==> src/rtl/counter_uart_loader_pkg.sv <==
// Shared definitions for the serial loader: receiver FSM state codes and the
// load width of the downstream counter.
package counter_uart_loader_pkg;

    localparam int COUNTER_W = 8;

    typedef enum logic [1:0] {
        ST_IDLE  = 2'd0,
        ST_START = 2'd1,
        ST_DATA  = 2'd2,
        ST_STOP  = 2'd3
    } uart_state_e;

endpackage

==> src/rtl/counter_uart_loader_uart_bit_timer.sv <==
// Bit-period timer: counts 0..CLKS_PER_BIT-1 and flags the half-bit and
// full-bit points relative to the last clear.
module uart_bit_timer #(
    parameter int CLKS_PER_BIT = 16
) (
    input  logic clk,
    input  logic reset,
    input  logic clear,
    output logic half_tick,
    output logic full_tick
);

    localparam int TW = $clog2(CLKS_PER_BIT);
    localparam logic [TW-1:0] HALF_LAST = TW'(CLKS_PER_BIT / 2 - 1);
    localparam logic [TW-1:0] FULL_LAST = TW'(CLKS_PER_BIT - 1);

    logic [TW-1:0] timer_q;
    logic [TW-1:0] timer_d;

    always_comb begin
        timer_d = timer_q + TW'(1);
        if (clear || timer_q == FULL_LAST) begin
            timer_d = '0;
        end
    end

    always_ff @(posedge clk or negedge reset) begin
        if (!reset) begin
            timer_q <= '0;
        end else begin
            timer_q <= timer_d;
        end
    end

    // The first cycle after a clear holds timer 0, so the tick lands on the
    // last count of each interval.
    assign half_tick = (timer_q == HALF_LAST);
    assign full_tick = (timer_q == FULL_LAST);

endmodule

==> src/rtl/counter_uart_loader.sv <==
// 8N1 serial receiver producing a parallel load value and a one-cycle write
// strobe for the loadable counter; bad stop bits raise frame_err instead.
module counter_uart_loader
    import counter_uart_loader_pkg::*;
#(
    parameter int CLKS_PER_BIT = 16,
    parameter int DATA_W       = COUNTER_W
) (
    input  logic              clk,
    input  logic              reset,
    input  logic              rxd,
    output logic [DATA_W-1:0] wdata,
    output logic              wr,
    output logic              busy,
    output logic              frame_err
);

    localparam int BW = $clog2(DATA_W);
    localparam logic [BW-1:0] LAST_BIT = BW'(DATA_W - 1);

    uart_state_e       state_q, state_d;
    logic [1:0]        sync_q;
    logic              rs_prev_q;
    logic [DATA_W-1:0] shift_q, shift_d;
    logic [BW-1:0]     bit_cnt_q, bit_cnt_d;
    logic [DATA_W-1:0] wdata_q, wdata_d;
    logic              wr_q, wr_d;
    logic              frame_err_q, frame_err_d;

    logic rs;
    logic start_det;
    logic timer_clear;
    logic half_tick;
    logic full_tick;

    assign rs        = sync_q[1];
    assign start_det = (state_q == ST_IDLE) && !rs && rs_prev_q;
    // Re-zero the timer at the start-bit midpoint so full ticks fall mid-bit.
    assign timer_clear = (state_q == ST_IDLE) || ((state_q == ST_START) && half_tick);

    uart_bit_timer #(
        .CLKS_PER_BIT(CLKS_PER_BIT)
    ) u_bit_timer (
        .clk      (clk),
        .reset    (reset),
        .clear    (timer_clear),
        .half_tick(half_tick),
        .full_tick(full_tick)
    );

    always_ff @(posedge clk or negedge reset) begin
        if (!reset) begin
            state_q     <= ST_IDLE;
            sync_q      <= 2'b11;
            rs_prev_q   <= 1'b1;
            shift_q     <= '0;
            bit_cnt_q   <= '0;
            wdata_q     <= '0;
            wr_q        <= 1'b0;
            frame_err_q <= 1'b0;
        end else begin
            state_q     <= state_d;
            sync_q      <= {sync_q[0], rxd};
            rs_prev_q   <= rs;
            shift_q     <= shift_d;
            bit_cnt_q   <= bit_cnt_d;
            wdata_q     <= wdata_d;
            wr_q        <= wr_d;
            frame_err_q <= frame_err_d;
        end
    end

    always_comb begin
        state_d = state_q;
        unique case (state_q)
            ST_IDLE:  if (start_det) state_d = ST_START;
            ST_START: if (half_tick) state_d = rs ? ST_IDLE : ST_DATA;
            ST_DATA:  if (full_tick && bit_cnt_q == LAST_BIT) state_d = ST_STOP;
            ST_STOP:  if (full_tick) state_d = ST_IDLE;
            default:  state_d = ST_IDLE;
        endcase
    end

    always_comb begin
        shift_d     = shift_q;
        bit_cnt_d   = bit_cnt_q;
        wdata_d     = wdata_q;
        wr_d        = 1'b0;
        frame_err_d = 1'b0;
        unique case (state_q)
            ST_START: begin
                if (half_tick) begin
                    bit_cnt_d = '0;
                    shift_d   = '0;
                end
            end
            ST_DATA: begin
                if (full_tick) begin
                    shift_d   = {rs, shift_q[DATA_W-1:1]};
                    bit_cnt_d = bit_cnt_q + BW'(1);
                end
            end
            ST_STOP: begin
                if (full_tick) begin
                    if (rs) begin
                        wr_d    = 1'b1;
                        wdata_d = shift_q;
                    end else begin
                        frame_err_d = 1'b1;
                    end
                end
            end
            default: ;
        endcase
    end

    assign busy      = (state_q != ST_IDLE);
    assign wdata     = wdata_q;
    assign wr        = wr_q;
    assign frame_err = frame_err_q;

endmodule

==> config.mk <==
export PLATFORM = sky130hd
export DESIGN_NAME = counter_uart_loader
export DESIGN_NICKNAME = d
export VERILOG_FILES = /design/src/rtl/counter_uart_loader_pkg.sv /design/src/rtl/counter_uart_loader_uart_bit_timer.sv /design/src/rtl/counter_uart_loader.sv
export SDC_FILE = /design/constraint.sdc
export NUM_CORES = 1
export LEC_CHECK = 0
export CORE_MARGIN = 3
export CORE_UTILIZATION = 30
export CTS_CLUSTER_SIZE = 40
export DETAILED_ROUTE_END_ITERATION = 7
export GPL_TIMING_DRIVEN = 0
export PLACE_DENSITY = 0.54
export SKIP_LAST_GASP = 1
export SLEW_MARGIN = 30
export SYNTH_ARGS = -nofsm -noshare
export SYNTH_HDL_FRONTEND = slang
export SYNTH_SLANG_ARGS = --single-unit
==> constraint.sdc <==
create_clock -name clk -period 2 [get_ports clk]
set_input_delay 0.6 -clock clk [delete_from_list [all_inputs] [get_ports clk]]
set_output_delay 0.6 -clock clk [all_outputs]
set_load 0.01 [all_outputs]
==> impl_metrics.toml, run 1 <==
[yosys]
synth_commonest_cells = "dfrtp_1 (27), nor2_1 (14), a21oi_1 (12)"
synth_top_flop_cell = "dfrtp_1"
yosysWarningCount = 0
ys_ff_latch = 30
synth_top_area_share_pct = 50.0
netlist_top_cells_area = "dfrtp_1 (50%), mux2_2 (6.7%), dfstp_2 (5.8%)"
yosysSeqAreaShare_pct = 55.8
avgSynthCellArea_um2 = 12.3
syn_inst = 110
synth_cell_types = 31
async_flop_share_pct = 100
yosysMostFrequentCell = "dfrtp_1"
syn_area_um2 = 1350
syn_nets = 116
synth_top_area_cell = "dfrtp_1"
synth_enable_flop_cells = 0

[floorplanning]
fp.dieH_um = 73.1
rows = 23
core-area_um2 = 4170
die_x_um = 73.1
initial_core_util_pct = 32.4
ios = 14
die_area_um2 = 5350

[critical_path]
worstPathArrival_ns = 1.35
rr_worst_depth = 5
cpMaxStageDelayCell = "dfrtp_2"
cp.required_ns = 1.40
crit_type = "reg -> out"
crit_cells = 2
path_delay_family = "flip-flops"
cp-end-kind = "output port"
cp_max_fo = 8
crit_buf_inv = 1
path_cells = "or2_2 -> dlygate4sd2_1"
start_kind = "register"
max_stage_delay_ns = 0.47

[route]
drt_iter0_drc = 64
drc = 0
wl_met1_mm = 1.21
firstDrtPassIters = 4
vias = 902
ant_nets = 0
top_layer_used = "met4"
wire_per_inst_um = 13.8
via_per_inst = 4.98
wirelength_mm = 2.50
wl_met3_um = 98
wl_met2_mm = 1.17

[placement]
gp_congestion = 0.763
dp_hpwl_mm = 1.60
dp.cells = 173
portBuffers = 13
placed_cell_area_um2 = 1540

[power]
ir_drop_mv = 0.410
fin_total_pwr_mw = 1.76
power_per_cell_area_nw_per_um2 = 1070
p_leak_nw = 0.721

[sta]
post-route-min-period_ns = 1.95
rsz0062_at_grt = "no"
hold_violations = 0
setup_viol = 0
tightest_slew_ns = 0.667
final_max_slew_viol_count = 0
whs_ns = 0.356
fmax_ghz = 0.514
finalClockSkew_ns = 0.00205
max_slew_margin_pct = 55.5
fin_crit_sh_pct = 97.3

[finish]
nNetsFinal = 136
num_antenna_cells = 0
syn_to_final_growth_pct = 21.1
fin_cells = 181
fin_util_pct = 39.2
design_area_um2 = 1640
drive_gt1_share_pct = 26.7

[clock_tree]
cts_inserted_buffers = 5
h-tree-depth = 2
clk_pin_slew_ns = 0.06
cts_tree = "built"
cts_root_buf = "clkbuf_8"
cts_hold_buf = 0
clock-sinks = 30
clockBufferDepth = 2
clock_latency_ns = 0.27

[global_routing]
overflow = 0
antenna_found_initial = 0
grt_max_degree = 31
track_usage_pct = 11.0
grt_pass1_wl_mm = 4.60
grt_pass1_vias = 964

[job]
drv_cap = 0

[run_status]
status = "finished, final reports clean"

[hold_path]
hold_class = "in -> async"
==> cell families after synthesis <==
logic type	synth area share (%)
xor+xnor	1.30
compound gates	15.3
fa+ha+maj	2.78
mux	6.67
simple gates	12.5
buf+inv	5.65
flops	55.8
==> metal layers <==
layer | vias up | GRT usage (%)
li1 | 442 | -
met1 | 442 | 14.3
met2 | 14 | 17.4
met3 | 4 | 3.44
met4 | 0 | 3.69
met5 | - | 0
==> worst paths after layout <==
path	slack [ns]	end	start
max	0.05	busy	register
min	0.36	u_bit_timer.timer_q[1]	reset
max reg2reg	0.45	state_q[0]	u_bit_timer.timer_q[0]
min reg2reg	0.36	sync_q[1]	sync_q[0]
max in group asynchronous	1.18	state_q[0]	reset
min in group clk	0.36	sync_q[1]	sync_q[0]
==> final cells by class <==
cell class | count | area [um2]
flip-flops and latches | 30 | 757
inverters | 2 | 7.51
well taps | 50 | 62.6
clock inverters | 1 | 5.00
plain buffers | 7 | 58.8
fillers | 388 | 2540
repair buffers | 15 | 139
multi-input cells | 69 | 520
clock buffers | 7 | 86.3
==> report_power, final <==
| part | leakage [nW] | switching (mW) | total (mW) | internal (mW) |
|---|---|---|---|---|
| logic | 0.280 | 0.283 | 0.506 | 0.222 |
| clock network | 0.0482 | 0.209 | 0.486 | 0.277 |
| registers | 0.393 | 0.0827 | 0.765 | 0.683 |
==> flip-flops by register name, indices dropped and copies added, names as in the netlist, named ones only <==
name and cells:
wr 1, bit_cnt_q 3, sync_q 2, wdata 8, frame_err 1, shift_q 8, u_bit_timer.timer_q 4, state_q 1
rs_prev_q 1
==> cells in the final DEF, fill, tap and decap left out, types with 3 or more instances in the layout <==
master	synthesis	final
dfstp_2	3	3
clkdlybuf4s50_1	0	11
a21oi_1	12	12
nor2_1	14	14
mux2_2	8	8
dfrtp_1	27	25
clkbuf_8	0	6
o32ai_1	9	9
ha_1	3	3
buf_6	4	4
buf_2	4	3
==> through the flow <==
step	setup slack, ns	TNS (ns)
2_1_floorplan	0.508	0
3_3_place_gp	-0.192	-5.17
3_5_place_dp	0.0784	0
4_1_cts	0.0330	0
5_1_grt	0.00235	0
6_report	0.0531	0
==> timing repair <==
| item | 4_1_cts | 5_1_grt |
|---|---|---|
| setup endpoints to repair | 1 | 1 |
| gates resized for setup | 3 | 0 |
| hold endpoints to repair | 0 | 0 |
| setup buffers | 0 | 2 |
Power figures use the tool's default switching activity.
==> inputs of run 2 (changes only) <==
--- a/config.mk
+++ b/config.mk
@@ -5,6 +5,8 @@
 export SDC_FILE = /design/constraint.sdc
 export NUM_CORES = 1
 export LEC_CHECK = 0
+export ABC_AREA = 1
+export ABC_CLOCK_PERIOD_IN_PS = 2000
 export CORE_MARGIN = 3
 export CORE_UTILIZATION = 30
 export CTS_CLUSTER_SIZE = 40
==> run 2 against run 1 <==
- routed wire length is 16% lower
- hold slack got worse by 0.0087 ns
- global-route usage is 1.0 points lower
- clock power rose by 19%
- largest cell class unchanged
- flip-flop and latch count is the same
- sequential share of layout area rose by 2.1 points
- via count fell by 5.2%
- synthesized area is 7.8% lower
- largest power group unchanged
- critical path depth fell by 1
- power is 6.6% lower
- cell area fell by 4.4%
- first-iteration DRC count shrank 36%
==> impl_metrics.toml, run 2 <==
[critical_path]
worstPathArrival_ns = 1.17
cp-end-kind = "output port"
crit_type = "reg -> out"
path_delay_family = "buffers and inverters"
crit_buf_inv = 1
max_stage_delay_ns = 0.54
cpMaxStageDelayCell = "clkdlybuf4s50_1"
cp_max_fo = 2
path_cells = "clkdlybuf4s50_1"
start_kind = "register"
cp.required_ns = 1.40

[yosys]
synth_simple_gate_area_share_pct = 17.1
ys_ff_latch = 30
synth_top_area_cell = "dfrtp_1"
synth_mux_area_share_pct = 0
synth_enable_flop_cells = 0
synth_top_flop_cell = "dfrtp_1"
synth_top_area_share_pct = 54.2
yosysMostFrequentCell = "dfrtp_1"
netlist_top_cells_area = "dfrtp_1 (54%), nand2_1 (6.6%), dfstp_2 (6.3%)"
syn_inst = 120
yosysWarningCount = 0
synth_cell_types = 23
syn_area_um2 = 1250
synth_compound_area_share_pct = 10.5
synth_fa_ha_area_share_pct = 3.01
synth_top_family_by_area = "simple AND/OR/NAND/NOR gates"
synth-xor-area-share_pct = 0.703
yosysSeqAreaShare_pct = 60.5
async_flop_share_pct = 100
synth_commonest_cells = "dfrtp_1 (27), nand2_1 (22), inv_1 (18)"
syn_nets = 126
avgSynthCellArea_um2 = 10.4

[finish]
layout_commonest_cell = "dfrtp_1"
seq_area_um2 = 757
multi_input_area_um2 = 398
syn_to_final_growth_pct = 25.6
design_area_um2 = 1570
nFillCells = 360
num_antenna_cells = 0
nNetsFinal = 148
final_cell_mix = "dfrtp_1 (25), nand2_1 (22), inv_1 (18)"
drive_gt1_share_pct = 19.6
fin_cells = 191

[route]
firstDrtPassIters = 4
drt_iter0_drc = 41
vias = 855
wirelength_mm = 2.09
ant_nets = 0
via_per_inst = 4.48
wire_per_inst_um = 10.9
drc = 0

[sta]
fmax_ghz = 0.565
rsz0062_at_grt = "no"
fin_crit_sh_pct = 88.4
tightest_slew_ns = 0.644
setup_viol = 0
whs_ns = 0.348
post-route-min-period_ns = 1.77
finalClockSkew_ns = 0.00589
tns_ns = 0
max_slew_margin_pct = 57.1
final_max_slew_viol_count = 0
hold_violations = 0

[floorplanning]
rows = 22
initial_core_util_pct = 32.6
die_area_um2 = 4960
core-area_um2 = 3830
fp.dieH_um = 70.5
ios = 14
die_x_um = 70.5

[clock_tree]
cts_tree = "built"
clk_pin_slew_ns = 0.06
cts_inserted_buffers = 5
clockBufferDepth = 2
h-tree-depth = 2
cts_hold_buf = 0
clock-sinks = 30
clock_latency_ns = 0.27
cts_root_buf = "clkbuf_8"

[global_routing]
gr-usage-met2_pct = 14.2
grt_pass1_wl_mm = 3.84
use_met3_pct = 4.32
grt_max_degree = 31
overflow = 0
grt-busiest-layer = "met2"
antenna_found_initial = 0
grtUsageMet1_pct = 12.9
grt_pass1_vias = 859
track_usage_pct = 10.0

[power]
fin_total_pwr_mw = 1.64
power_per_cell_area_nw_per_um2 = 1050
ir_drop_mv = 0.418
p_leak_nw = 0.723

[run_status]
status = "finished, final reports clean"

[placement]
dp_hpwl_mm = 1.48
dp.cells = 181
placed_cell_area_um2 = 1430
portBuffers = 13
gp_congestion = 0.711

[hold_path]
hold_class = "in -> async"

[job]
drv_cap = 0
## run 2: changes by cell type in the layout (fill, tap and decap cells not counted), sizes merged, moves of 4 or more
cell and change:
a21oi -10, o22ai +8, nand2 +20, buf -4
nand3 +6, o21ai +11, nor2 -7, inv +19
mux2 -8, o32ai -9
## run 2: repair_timing
action	4_1_cts	5_1_grt
gates resized for setup	4	1
endpoints found under the setup margin	1	1
setup buffers	2	0
pin swaps	0	0
## run 2: metrics by stage
stage | util, % | setup WS, ns
after detailed placement | 37.4 | 0.144
after floorplan | - | 0.676
after global placement | 37.5 | -0.168
final | 40.9 | 0.231
after CTS | 40.8 | 0.0280
after global routing | 40.9 | 0.174
## run 2: worst reg2reg max path: cells and delay by family, from the launching register on
family / cells / cell delay [ns]
flip-flops: 1 / 0.37
AO/OA/AOI/OAI: 1 / 0.06
buffers and inverters: 2 / 0.32
adder cells (fa/ha/maj): 1 / 0.26
AND/OR/NAND/NOR: 3 / 0.33
## run 2: cell families (layout without fill, tap and decap cells)
group | count (synthesis) | in the layout
compound gates | 22 | 22
simple gates | 41 | 41
buf+inv | 23 | 46
xor+xnor | 1 | 1
fa+ha+maj | 3 | 3
flops | 30 | 30
## run 2: routing by layer
layer  up-vias  routed length (um)  share of wire [%]
met5         -                   0                  0
met4         0                  38                1.8
met3         4                  75                3.6
met2        14                 990                 47
met1       405                 987                 47
li1        432                   -                  -
## run 2: final cells by class
class	instances	share of cell area (%)
sequential	30	48.4
tap	48	3.84
buffer	2	1.44
inverter	21	5.04
clock inverter	1	1.92
timing repair buffer	15	9.11
clock buffer	7	4.88
multi-input combinational	67	25.4
## run 2: power by group
group,leakage (nW),internal [mW],total [mW],switching (mW)
clock network,0.0524,0.372,0.580,0.208
logic,0.270,0.130,0.343,0.214
registers,0.400,0.666,0.718,0.0523
## run 2: path summary, 6_finish.rpt
kind / start / end / slack (ns) / cells after the start
max reg2reg: u_bit_timer.timer_q[0] / wdata[7] / 0.55 / 7
min: reset / shift_q[2] / 0.35 / 1
min reg2reg: sync_q[0] / sync_q[1] / 0.36 / 0
min in group clk: sync_q[0] / sync_q[1] / 0.36 / 0
max: wdata[4] / wdata[4] / 0.23 / 1
max in group asynchronous: reset / asynchronous set/reset pin / 1.19 / 1
